### src/rtl/matvec_loop_ctrl.sv
// ---------------------------------------------------------------------------
// matvec_loop_ctrl
//   Sequencer for a row-major matrix-vector datapath. It walks (row, col)
//   with row as the outer loop, issues one operand read per non-stalled
//   cycle, tracks those reads through a fixed-latency MAC pipeline, and
//   produces the accumulator clear/enable and per-row write-back strobes.
//   A one-cycle done pulse marks the end of the operation.
//
// Ports
//   i_clk, i_rst_n       clock (rising edge), async active-low reset
//   i_start              start command, sampled only while idle
//   i_abort              synchronous abort, returns to idle without done
//   i_num_rows/cols      matrix dimensions, latched at start
//   i_stall              memory not ready, no read issued this cycle
//   o_busy               high whenever not idle
//   o_rd_en              operand read strobe (combinational)
//   o_row_idx/o_col_idx  indices of the current read
//   o_acc_clr, o_acc_en  accumulator load / update at the MAC output
//   o_wr_en, o_wr_addr   result write strobe and row address
//   o_done               one-cycle completion pulse
// ---------------------------------------------------------------------------
module matvec_loop_ctrl #(
    parameter int SIZE_ADDR = 8,
    parameter int MAC_LAT   = 2
) (
    input  logic                 i_clk,
    input  logic                 i_rst_n,
    input  logic                 i_start,
    input  logic                 i_abort,
    input  logic [SIZE_ADDR-1:0] i_num_rows,
    input  logic [SIZE_ADDR-1:0] i_num_cols,
    input  logic                 i_stall,
    output logic                 o_busy,
    output logic                 o_rd_en,
    output logic [SIZE_ADDR-1:0] o_row_idx,
    output logic [SIZE_ADDR-1:0] o_col_idx,
    output logic                 o_acc_clr,
    output logic                 o_acc_en,
    output logic                 o_wr_en,
    output logic [SIZE_ADDR-1:0] o_wr_addr,
    output logic                 o_done
);

    typedef enum logic [1:0] {IDLE, RUN, DRAIN, DONE} state_t;

    // Side information that travels with each issued read.
    typedef struct packed {
        logic                 first_col;
        logic                 last_col;
        logic [SIZE_ADDR-1:0] row;
    } pipe_meta_t;

    state_t               state;
    logic [SIZE_ADDR-1:0] rows_q, cols_q;
    logic [SIZE_ADDR-1:0] row_q, col_q;

    logic [MAC_LAT:1]     vld_pipe;
    pipe_meta_t           meta_pipe [MAC_LAT:1];

    logic issue, at_last_col, at_last_row, pipe_empty, flush;

    assign issue       = (state == RUN) && !i_stall;
    assign at_last_col = (col_q == cols_q - SIZE_ADDR'(1));
    assign at_last_row = (row_q == rows_q - SIZE_ADDR'(1));
    assign pipe_empty  = (vld_pipe == '0);
    // Abort only matters once something is in flight.
    assign flush       = i_abort && (state != IDLE);

    assign o_rd_en   = issue;
    assign o_row_idx = row_q;
    assign o_col_idx = col_q;
    assign o_acc_en  = vld_pipe[MAC_LAT];
    assign o_acc_clr = vld_pipe[MAC_LAT] & meta_pipe[MAC_LAT].first_col;

    // ------------------------------------------------------------------
    // Control FSM and index counters
    // ------------------------------------------------------------------
    always_ff @(posedge i_clk or negedge i_rst_n) begin
        if (!i_rst_n) begin
            state  <= IDLE;
            rows_q <= '0;
            cols_q <= '0;
            row_q  <= '0;
            col_q  <= '0;
            o_busy <= 1'b0;
            o_done <= 1'b0;
        end else begin
            o_done <= 1'b0;
            if (flush) begin
                state  <= IDLE;
                o_busy <= 1'b0;
                row_q  <= '0;
                col_q  <= '0;
            end else begin
                case (state)
                    IDLE: begin
                        if (i_start) begin
                            rows_q <= i_num_rows;
                            cols_q <= i_num_cols;
                            row_q  <= '0;
                            col_q  <= '0;
                            o_busy <= 1'b1;
                            // Empty matrix: nothing to issue, finish at once.
                            if (i_num_rows != '0 && i_num_cols != '0) begin
                                state <= RUN;
                            end else begin
                                state  <= DONE;
                                o_done <= 1'b1;
                            end
                        end
                    end
                    RUN: begin
                        if (issue) begin
                            if (at_last_col) begin
                                col_q <= '0;
                                // Final element: park indices at 0 rather
                                // than stepping past rows-1.
                                if (at_last_row) begin
                                    row_q <= '0;
                                    state <= DRAIN;
                                end else begin
                                    row_q <= row_q + SIZE_ADDR'(1);
                                end
                            end else begin
                                col_q <= col_q + SIZE_ADDR'(1);
                            end
                        end
                    end
                    DRAIN: begin
                        // Pipe empty means the last row's write strobe is
                        // on o_wr_en this very cycle.
                        if (pipe_empty) begin
                            state  <= DONE;
                            o_done <= 1'b1;
                        end
                    end
                    DONE: begin
                        state  <= IDLE;
                        o_busy <= 1'b0;
                    end
                    default: begin
                        state  <= IDLE;
                        o_busy <= 1'b0;
                    end
                endcase
            end
        end
    end

    // ------------------------------------------------------------------
    // MAC pipeline tracker and write-back strobe
    // ------------------------------------------------------------------
    always_ff @(posedge i_clk or negedge i_rst_n) begin
        if (!i_rst_n) begin
            vld_pipe  <= '0;
            o_wr_en   <= 1'b0;
            o_wr_addr <= '0;
            for (int k = 1; k <= MAC_LAT; k++) begin
                meta_pipe[k] <= '0;
            end
        end else if (flush) begin
            vld_pipe <= '0;
            o_wr_en  <= 1'b0;
        end else begin
            // Stalled cycles enter as bubbles; the pipe never stops.
            vld_pipe[1]            <= issue;
            meta_pipe[1].first_col <= (col_q == '0);
            meta_pipe[1].last_col  <= at_last_col;
            meta_pipe[1].row       <= row_q;
            for (int k = 2; k <= MAC_LAT; k++) begin
                vld_pipe[k]  <= vld_pipe[k-1];
                meta_pipe[k] <= meta_pipe[k-1];
            end
            o_wr_en <= vld_pipe[MAC_LAT] & meta_pipe[MAC_LAT].last_col;
            if (vld_pipe[MAC_LAT] && meta_pipe[MAC_LAT].last_col) begin
                o_wr_addr <= meta_pipe[MAC_LAT].row;
            end
        end
    end

endmodule

### config.mk
export PLATFORM = sky130hd
export DESIGN_NAME = matvec_loop_ctrl
export DESIGN_NICKNAME = d
export VERILOG_FILES = /design/src/rtl/matvec_loop_ctrl.sv
export SDC_FILE = /design/constraint.sdc
export NUM_CORES = 1
export LEC_CHECK = 0
export BUFFER_PORTS_ARGS = -buffer_cell sky130_fd_sc_hd__buf_4
export CAP_MARGIN = 0
export CORE_AREA = 2 2 146 105
export CTS_CLUSTER_DIAMETER = 150
export DETAILED_ROUTE_END_ITERATION = 8
export DIE_AREA = 0 0 148 107
export GPL_TIMING_DRIVEN = 0
export PLACE_DENSITY = 0.43
export SLEW_MARGIN = 15
export SYNTH_ARGS = -nofsm -noshare
export SYNTH_HDL_FRONTEND = slang
export SYNTH_SLANG_ARGS = --single-unit
### constraint.sdc
create_clock -name i_clk -period 5.4 [get_ports i_clk]
set_input_delay 0.27 -clock i_clk [delete_from_list [all_inputs] [get_ports i_clk]]
set_output_delay 0.27 -clock i_clk [all_outputs]
set_load 0.01 [all_outputs]
# Word level (Yosys, flattened, before mapping)

Index checks and enable logic that the tools add are counted.

Flip-flop bits (word level): 67
Input bits: 21
Output and inout port bits: 30
Word-level logic and storage cells: 80

Add/sub/neg operators: 4
Eq/ne operators: 10
Multiplexer cells: 28
Bitwise operators: 3
Reduce and logical (&&, ||, !) cells: 19

Operators with widths:

| cell                                                               | count |
|---|---|
| 8-bit two-way mux                                                  | 8 |
| 8-bit one-hot mux with 2 select lines                              | 2 |
| 8-bit by 1-bit adder with 8-bit output, second input constant      | 2 |
| 8-bit == test                                                      | 2 |
| 2-bit two-way mux                                                  | 8 |
| 8-bit nonzero test                                                 | 2 |
| 8-bit by 1-bit subtractor with 8-bit output, second input constant | 2 |
| 3-bit inequality test, second input constant                       | 5 |
| 8-bit zero test                                                    | 1 |
| 2-bit one-hot mux with 4 select lines                              | 1 |
| 1-bit two-way mux                                                  | 7 |
| 3-bit AND reduction                                                | 2 |
| 3-bit nonzero test                                                 | 2 |
| 5-bit AND reduction                                                | 1 |
| 2-bit == test, second input constant                               | 2 |
| 1-bit logical AND                                                  | 4 |
| 2-bit zero test                                                    | 2 |
| 1-bit one-hot mux with 2 select lines                              | 2 |
| 2-bit AND reduction                                                | 2 |
| 4-bit AND reduction                                                | 1 |
| 1-bit bitwise AND                                                  | 2 |
| 2-bit by 1-bit == test with 1-bit output, second input constant    | 1 |
| 2-bit nonzero test                                                 | 1 |
| 1-bit zero test                                                    | 1 |
| 1-bit inverter                                                     | 1 |

# Depth between registers and ports, before layout

Gate-level depths: netlist of run 1.

Depth after elaboration: 7
Gate-level depth with buffers: 11
Depth with buffers taken out: 8

# Least setup slack after synthesis of run 1

No wires, ideal clock.

Kind: register to register
From: reg cols_q[0]
To: reg row_q[6] (netlist: o_row_idx[6])
Library setup time: 0.126 ns
Arrival: 2.231 ns
Data required time: 5.274 ns
Setup slack: 3.043 ns
Cell stages (with the launch flop): 11
Clock period less this slack: 2.357 ns
Cell sequence: dfrtp_1 clkbuf_2 inv_1 ha_1 nor2b_1 or3_1 a31o_1 a211oi_2 buf_4 o21ai_2 a221o_1

Word-level cells in the longest chain between the ends: 4

Ends and longest elaborated chain:

| element                                     | RTL line | source |
|---|---|---|
| start, declared                             | 54       | `logic [SIZE_ADDR-1:0] rows_q, cols_q;` |
| start signal, assigned                      | 99       | `cols_q <= i_num_cols;` |
| 8-bit by 1-bit subtractor with 8-bit output | 63       | `assign at_last_col = (col_q == cols_q - SIZE_ADDR'(1));` |
| 8-bit == test                               | 63       |  |
| 3-bit inequality test (no line)             | n/a      |  |
| 4-bit AND reduction (no line)               | n/a      |  |
| end signal, assigned                        | 122      | `row_q <= row_q + SIZE_ADDR'(1);` |
| end, declared                               | 55       | `logic [SIZE_ADDR-1:0] row_q, col_q;` |

No other way between the ends.
A chain may end at the register's enable or synchronous reset.

# Worst setup path in the final report of run 1

From: reg cols_q[0]
To: reg row_q[5] (netlist: o_row_idx[5])

The elaborated chain is that of the path after synthesis.

==> results.cfg, run 1 <==
[run_status]
outcome = complete, no violations

[layout]
final_area_sq_um = 4480
layout_common_cells = dfrtp_1 (67), buf_4 (51), mux2_2 (46), nand2_1 (16)
layout.nets = 404
antenna_cells = 0
final_common_cell = dfrtp_1
final_cells = 574
drive_gt1_frac = 0.346
area_growth_pct = 25.9

[cts]
cts-root-buf = clkbuf_16
clockBufferDepth = 2
clk_pin_slew_ns = 0.06
cts-buffers-inserted = 9
cts_tree = done
hold_buffers = 0
cts_max_level = 3
ctsResizeCount = 0
clkSinkCount = 67
cts_setup_buffers = 0
clock_latency_ns = 0.33

[critical_path]
r2r_end = o_row_idx[5]
end_kind = flop
r2r_slack_ns = 2.61
cp-start-kind = flop
cp.depth = 10
timing.rr.start = cols_q[0]
worst-setup-path-type = flop to flop
path_cells = clkbuf_2, inv_1, ha_1, o21bai_1, a2111oi_1, a311oi_2, a211oi_2, buf_4, o21ai_2, a221o_1
path_max_fanout = 10
reg2reg_depth = 10
cp.arrival_ns = 3.00
cpMaxStageDelayCell = a2111oi_1
critical_path_required_ns = 5.62
critPathMaxStageDelay_ns = 0.52
path_buf_inv = 3
crit_family = compound AO/OA/AOI/OAI gates

[floorplanning]
die_w_um = 148
rows = 37
die-area_sq_um = 15800
initial_core_util = 0.247
die_h_um = 107
coreArea_sq_um = 14400
io_pins = 51

[logic_synthesis]
synth.distinct_cells = 59
synth_ff_type = dfrtp_1
syn_area_sq_um = 3560
syn-num-nets = 343
synth_async_sr_flop_share = 1.00
synth_top_area_frac = 0.471
netlist_instances = 313
yosysWarnings = 0
ys_ff_latch = 67
syn_area_per_cell_sq_um = 11.4
seq_area_frac_synth = 0.471
synth.area.top_cells = dfrtp_1 (47%), mux2_2 (15%), xor2_1 (3.2%)
synth_edf_count = 0
synth_top_cell_by_area = dfrtp_1

[timing]
tightest_slew_ns = 0.886
finalSetupViolCount = 0
max_freq_mhz = 359
fin_crit_ns = 2.79
rsz0062_at_grt = false
fin_skew_ns = 0.00684
finalMaxSlewViolations = 0
period_share = 0.517
hold_violations = 0
fin_ws_ns = 2.61
setup_tns_ns = 0
relSlewSlack = 0.409

[grt]
grt_pass1_wl_um = 14500
antenna_found_initial = 0
grt_max_degree = 68
track_usage = 0.118
grt-ovfl-total = 0
grt_pass1_vias = 2658

[pwr]
switching_power_mw = 0.767
p_sw_frac = 0.370
p_seq_frac = 0.349
powerDensity_nw_per_um2 = 462
total_power_mw = 2.07
power.clock.fraction = 0.289
leakage_nw = 2.10
power_frac_comb = 0.362
ir_drop_mv = 0.156
p_int_mw = 1.30

[routing]
via_count = 2611
first_pass_iters = 4
routedWlPerCell_um = 15.2
antenna_left = 0
wl_um = 8740
drc = 0
via_per_inst = 4.55
first_iter_violations = 119

[place]
preCtsSetupSlack_ns = 2.66
place_hpwl_um = 6360
dp_cells = 558
dpl_cell_area_sq_um = 4180
gp_congestion = 0.747
portBuffers = 50

[flow_run]
maxCapViolations = 0

[min_path]
holdCritPathClass = primary input to async pin
[power groups by stage]
stage | sequential (mW) | clock, mW | combinational (mW)
3_5_place_dp | 0.734 | 0 | 0.754
5_1_grt | 0.741 | 0.643 | 0.840
3_3_place_gp | 0.731 | 0 | 0.737
6_report | 0.723 | 0.599 | 0.749
4_1_cts | 0.724 | 0.615 | 0.757
2_1_floorplan | 0.699 | 0 | 0.565
[metrics by stage]
stage,hold WS (ns),utilization
2_1_floorplan,-0.0256,-
6_report,0.0453,0.310
3_3_place_gp,0.453,0.290
3_5_place_dp,0.451,0.290
4_1_cts,0.0925,0.310
5_1_grt,0.0962,0.310
[worst reg2reg max path: stages (launching register included)]
cell and delay, ns:
dfrtp_1 0.32, clkbuf_2 0.17, inv_1 0.06, ha_1 0.30, o21bai_1 0.20, a2111oi_1 0.52, a311oi_2 0.09, a211oi_2 0.29
buf_4 0.24, o21ai_2 0.11, a221o_1 0.37
[synthesized netlist by cell type (5+ instances only)]
cell type / number
a21oi_1: 7
inv_1: 13
dfrtp_1: 67
buf_2: 5
and3_1: 8
nand3_1: 5
xor2_1: 13
nor3_1: 5
mux2_2: 46
nor2_1: 13
nor2b_1: 8
nand4_1: 7
xnor2_1: 9
nor4_1: 5
nand2_1: 16
ha_1: 9
[layout make-up]
cell class | count | area, sq um
clock buffer | 9 | 225
buffer | 14 | 71.3
timing repair buffer | 50 | 375
fill | 1495 | 9960
tap | 195 | 244
inverter | 13 | 48.8
clock inverter | 7 | 76.3
sequential | 67 | 1680
multi-input combinational | 219 | 1770
[flip-flops by register name, indices dropped and copies added (netlist names)]
| name | count |
|---|---|
| cols_q | 8 |
| meta_pipe | 20 |
| o_busy | 1 |
| o_col_idx | 8 |
| o_done | 1 |
| o_row_idx | 8 |
| o_wr_addr | 8 |
| o_wr_en | 1 |
| rows_q | 8 |
| state | 2 |
| vld_pipe | 2 |
[routing by layer]
| metal | vias up | wire length [um] | part of all wire | GRT usage |
|---|---|---|---|---|
| met3 | 11 | 526 | 0.060 | 0.0366 |
| met2 | 77 | 3420 | 0.39 | 0.161 |
| li1 | 1262 | - | - | - |
| met1 | 1261 | 4660 | 0.53 | 0.176 |
| met4 | 0 | 133 | 0.015 | 0.0388 |
| met5 | - | 0 | 0 | 0 |
[how the worst max path moves through the flow]
stage	start	endpoint
after CTS	cols_q[0]	o_row_idx[5]
after global placement	cols_q[0]	o_row_idx[5]
after floorplan	cols_q[0]	o_row_idx[6]
after detailed placement	cols_q[0]	o_row_idx[6]
after global routing	cols_q[0]	o_row_idx[5]
final	cols_q[0]	o_row_idx[5]
[kinds of logic after synthesis]
| group | count (synthesis) | synth area share |
|---|---|---|
| mux | 49 | 0.154 |
| buf+inv | 27 | 0.0337 |
| flops | 67 | 0.471 |
| fa+ha+maj | 9 | 0.0316 |
| xor+xnor | 22 | 0.0541 |
| compound gates | 49 | 0.111 |
| simple gates | 90 | 0.145 |
No activity file was read; power rests on OpenSTA's default activity.
==> run 2, diff against run 1 <==
ABC_AREA = 1   (was default)
PLACE_DENSITY = 0.44   (was 0.43)
clock period = 2.4 ns   (was 5.4 ns; I/O delays follow)
==> run 2 against run 1 <==
Clock power up 110%; hold slack worse by 0.015 ns; global-route usage up 0.83 points; critical endpoint is now o_wr_addr[3]; clock-buffer cell count up 4; clock skew down 0.0040 ns; synthesized cell count up 43%.
==> results.cfg, run 2 <==
[logic_synthesis]
synth.distinct_cells = 32
synth.area.top_cells = dfrtp_1 (47%), nand2_1 (13%), nor2_1 (5.3%)
synth_async_sr_flop_share = 1.00
synthMostInstantiatedCell = nand2_1
synth_top_area_frac = 0.471
netlist_instances = 449
syn_area_sq_um = 3560
synth_top_family_by_area = simple AND/OR/NAND/NOR gates
synth_xor_area_frac = 0.0418
ys_ff_latch = 67
synth.mux.area_fraction = 0.0158
seq_area_frac_synth = 0.471
syn_area_per_cell_sq_um = 7.93
yosys-top-cells-count = nand2_1 (127), dfrtp_1 (67), nor2_1 (50)
yosysWarnings = 0
synth_fa_ha_area_frac = 0.0316
synth_ff_type = dfrtp_1
synth_edf_count = 0
synth_compound_area_frac = 0.0766
synth_top_cell_by_area = dfrtp_1
syn-num-nets = 479
synthSimpleGateAreaFrac = 0.293

[layout]
drive_gt1_frac = 0.182
largest_reg_flops = 20
postLayoutCoreUtil = 0.310
area_growth_pct = 25.8
regMostFlops = meta_pipe
layout.nets = 542
final_common_cell = nand2_1
antenna_cells = 0
layout_common_cells = nand2_1 (127), dfrtp_1 (67), nor2_1 (50), buf_4 (50), inv_1 (49)

[flow_run]
maxCapViolations = 0

[cts]
cts_tree = done
clock_latency_ns = 0.33
cts-root-buf = clkbuf_16
clockBufferDepth = 2
cts_max_level = 3
ctsResizeCount = 0
cts-buffers-inserted = 9
clk_pin_slew_ns = 0.05
clkSinkCount = 67

[critical_path]
path_common_cell = inv_1
cp.arrival_ns = 2.32
timing.rr.start = state[0]
path_cells = inv_1, ha_1, nor2_4, inv_1, nand3_1, clkbuf_1, o21ai_0
worst-setup-path-type = flop to flop
cp-start-kind = flop
reg2reg_depth = 7
path_max_fanout = 10
crit_family = buffers and inverters
critPathMaxStageDelay_ns = 0.42
end_kind = flop
r2r_end = o_wr_addr[3]
path_buf_inv = 3
critical_path_required_ns = 2.59
r2r_slack_ns = 0.28
cpMaxStageDelayCell = dfrtp_1

[pwr]
powerDensity_nw_per_um2 = 1030
switching_power_mw = 1.84
power.clock.fraction = 0.269
p_sw_frac = 0.397
p_int_mw = 2.79
p_seq_frac = 0.352
leakage_nw = 2.18
power_frac_comb = 0.379
ir_drop_mv = 0.303

[timing]
hold_violations = 0
rsz0062_at_grt = false
max_freq_mhz = 471
finalMaxSlewViolations = 0
relSlewSlack = 0.420
period_share = 0.885
setup_tns_ns = 0
fin_ws_ns = 0.277
tightest_slew_ns = 0.870
fin_crit_ns = 2.12
finalSetupViolCount = 0
fin_skew_ns = 0.00289

[floorplanning]
die_h_um = 107
coreArea_sq_um = 14400
die_w_um = 148
initial_core_util = 0.246
rows = 37
die-area_sq_um = 15800
io_pins = 51

[grt]
antenna_found_initial = 0
grt_pass1_vias = 3043
grt_pass1_wl_um = 15700
grt-ovfl-total = 0
grt_max_degree = 68
track_usage = 0.127

[routing]
wl_um = 9200
via_count = 3047
via_per_inst = 4.29
first_iter_violations = 140
routedWlPerCell_um = 12.9
antenna_left = 0
drc = 0
first_pass_iters = 4

[place]
portBuffers = 50
gp_congestion = 0.834
preCtsSetupSlack_ns = 0.265
place_hpwl_um = 6990

[min_path]
min_from = i_num_cols[7]
holdCritPathClass = primary input to flop
hold_depth = 2
min_to = cols_q[7]

[run_status]
outcome = complete, no violations
==> run 2: cell count changes after synthesis, moves of 17 or more <==
cell | previous run | this run
nand2_1 | 16 | 127
mux2_2 | 46 | 5
nor2_1 | 13 | 50
inv_1 | 13 | 49
o21ai_0 | 4 | 30
nand3_1 | 5 | 22
==> run 2: power groups by stage <==
stage               clock network [mW]  registers [mW]  logic [mW]
floorplan                            0            1.58        1.26
global placement                     0            1.64        1.74
detailed placement                   0            1.65        1.76
CTS                               1.29            1.63        1.78
global route                      1.33            1.67        2.03
finish                            1.24            1.63        1.76
==> run 2: stage by stage <==
| step | area [sq um] | hold WS (ns) | power (mW) | std cells |
|---|---|---|---|---|
| after global routing | 4480 | 0.0322 | 5.03 | 711 |
| after CTS | 4480 | 0.0177 | 4.70 | 711 |
| after global placement | 4180 | 0.305 | 3.38 | 694 |
| after detailed placement | 4180 | 0.311 | 3.41 | 694 |
| final | 4480 | 0.0305 | 4.63 | 711 |
| after floorplan | 3560 | -0.176 | 2.85 | 449 |
==> run 2: timing repair <==
item	in CTS	in global routing
hold endpoints to repair	68	0
hold buffers	2	0
endpoints found under the setup margin	0	0
setup buffers	0	0
==> run 2: final cells by class <==
cell class	instances	area [sq um]
tap	195	244
clock buffer	13	270
fill	1596	9960
timing repair buffer	52	395
buffer	10	53.8
clock inverter	2	10.0
multi-input combinational	320	1630
inverter	52	196
sequential	67	1680
==> run 2: per-layer routing <==
layer | vias to the layer above | track usage | wire [um]
met2 | 59 | 0.178 | 3660
li1 | 1552 | - | -
met5 | - | 0 | 0
met1 | 1425 | 0.187 | 4910
met3 | 11 | 0.0362 | 506
met4 | 0 | 0.0361 | 122
==> run 2: worst max path at each step <==
stage | from | to | depth (start not counted)
floorplan | state[1] | o_col_idx[6] | 12
global placement | state[1] | o_wr_addr[3] | 7
detailed placement | state[0] | o_wr_addr[3] | 7
CTS | state[1] | o_wr_addr[3] | 7
global route | state[1] | o_wr_addr[3] | 7
finish | state[0] | o_wr_addr[3] | 7
==> run 2: cell families (layout without fill, tap and decap cells) <==
logic type / after synthesis / in the layout
adders and majority gates: 9 / 9
buffers and inverters: 62 / 129
and+or+nand+nor: 236 / 236
muxes: 5 / 5
DFF: 67 / 67
xor gates and xnor gates: 17 / 17
AOI/OAI and AO/OA: 53 / 53
==> run 2: worst reg2reg max path: stages (launching register included) <==
cell	delay, ns
dfrtp_1	0.42
inv_1	0.10
ha_1	0.29
nor2_4	0.26
inv_1	0.13
nand3_1	0.29
clkbuf_1	0.36
o21ai_0	0.14
==> run 3, diff against run 2 <==
GPL_ROUTABILITY_DRIVEN = 0   (was default)
PLACE_DENSITY = 0.52   (was 0.44)
==> run 3 against run 2 <==
Highest routed layer unchanged; clock power rose by 7%; critical endpoint is now o_row_idx[3]; setup slack improved by 0.039 ns; register-to-register slack improved by 0.04 ns; total power rose by 1.2%; cell area increased by 0.50%; core utilization is 0.16 points higher.
==> results.cfg, run 3 (synthesis results as in run 2) <==
[min_path]
holdCritPathClass = primary input to flop
min_from = i_num_cols[5]

[pwr]
power.clock.fraction = 0.284
leakage_nw = 2.18
ir_drop_mv = 0.350
p_int_mw = 2.85
power_frac_comb = 0.371
switching_power_mw = 1.84
powerDensity_nw_per_um2 = 1040
total_power_mw = 4.69
p_sw_frac = 0.392
p_seq_frac = 0.345

[routing]
wl_um = 8800
first_pass_iters = 4
drc = 0
first_iter_violations = 147
via_per_inst = 4.28
routedWlPerCell_um = 12.4
via_count = 3049
antenna_left = 0

[grt]
grt-ovfl-total = 0
grt_pass1_wl_um = 14900
track_usage = 0.120
grt_max_degree = 68
antenna_found_initial = 0
grt_pass1_vias = 3024

[layout]
largest_reg_flops = 20
final_cells = 712
regMostFlops = meta_pipe
area_growth_pct = 26.5
layout.nets = 542
final_common_cell = nand2_1
postLayoutCoreUtil = 0.312
drive_gt1_frac = 0.186
layout_common_cells = nand2_1 (127), dfrtp_1 (67), nor2_1 (50), buf_4 (50), inv_1 (49)
antenna_cells = 0

[timing]
hold_violations = 0
setup_tns_ns = 0
finalMaxSlewViolations = 0
fin_skew_ns = 0.00600
rsz0062_at_grt = false
relSlewSlack = 0.430
max_freq_mhz = 480
fin_ws_ns = 0.316
period_share = 0.868
finalSetupViolCount = 0
tightest_slew_ns = 0.855
fin_crit_ns = 2.08

[floorplanning]
die-area_sq_um = 15800
io_pins = 51
rows = 37
coreArea_sq_um = 14400
initial_core_util = 0.246
die_h_um = 107
die_w_um = 148

[place]
portBuffers = 50
place_hpwl_um = 6850
dp_cells = 694
preCtsSetupSlack_ns = 0.278

[critical_path]
cpMaxStageDelayCell = dfrtp_1
cp.arrival_ns = 2.30
cp-start-kind = flop
cp-startpoint = state[1]
critPathMaxStageDelay_ns = 0.43
end_kind = flop
path_cells = inv_1, ha_1, inv_1, o21ai_1, a21oi_1, nor2_8, nand2_4, clkinv_2, nand2_1, nand2_1
timing.rr.start = state[1]
critical_path_required_ns = 2.62
worst-setup-path-type = flop to flop
path_max_fanout = 10

[cts]
clk_pin_slew_ns = 0.06
clock_latency_ns = 0.33
cts_setup_buffers = 0
clkSinkCount = 67
clockBufferDepth = 2
cts_tree = done
ctsResizeCount = 0
cts_max_level = 3
cts-buffers-inserted = 9
cts-root-buf = clkbuf_16

[flow_run]
maxCapViolations = 0

[run_status]
outcome = complete, no violations
-- run 3: final timing paths --
kind                                 to  slack [ns]  cells past startpoint
max                        o_row_idx[3]        0.32                     10
min                           cols_q[5]        0.03                      2
max reg2reg                o_row_idx[3]        0.32                     10
min reg2reg                meta_pipe[1]        0.48                      2
max in group asynchronous  o_row_idx[6]        1.40                      2
min in group asynchronous  o_col_idx[4]        0.43                      2
-- run 3: critical path: cells and delay by family (launching register included) --
family	cells	cell delay [ns]
adders and majority gates	1	0.27
and+or+nand+nor	4	0.40
buffers and inverters	3	0.41
DFF	1	0.43
AOI/OAI and AO/OA	2	0.44
-- run 3: repair_timing --
action,CTS,global route
endpoints found under the hold margin,68,0
endpoints found under the setup margin,0,0
hold buffers,2,0
-- run 3: power groups by stage --
stage	Combinational [mW]	Clock, mW	Sequential, mW
4_1_cts	1.75	1.36	1.61
6_report	1.74	1.33	1.62
2_1_floorplan	1.26	0	1.58
3_3_place_gp	1.70	0	1.63
5_1_grt	1.98	1.41	1.66
3_5_place_dp	1.74	0	1.63
-- run 3: per-layer routing --
layer  global-route usage  share of wire
met1                0.162           0.50
met2                0.181           0.43
met3               0.0413          0.052
met5                    0              0
met4               0.0374          0.013
-- run 3: final cells by class --
cell class / count / area (sq um)
plain buffers: 10 / 53.8
clock buffers: 10 / 239
clock inverters: 6 / 63.8
fillers: 1596 / 9940
inverters: 52 / 196
multi-input cells: 320 / 1630
flip-flops and latches: 67 / 1680
well taps: 195 / 244
repair buffers: 52 / 395
-- run 3: metrics by stage --
step / area (sq um) / hold WS [ns]
4_1_cts: 4500 / 0.0165
6_report: 4500 / 0.0270
2_1_floorplan: 3560 / -0.176
5_1_grt: 4500 / 0.0150
3_5_place_dp: 4180 / 0.290
3_3_place_gp: 4180 / 0.278
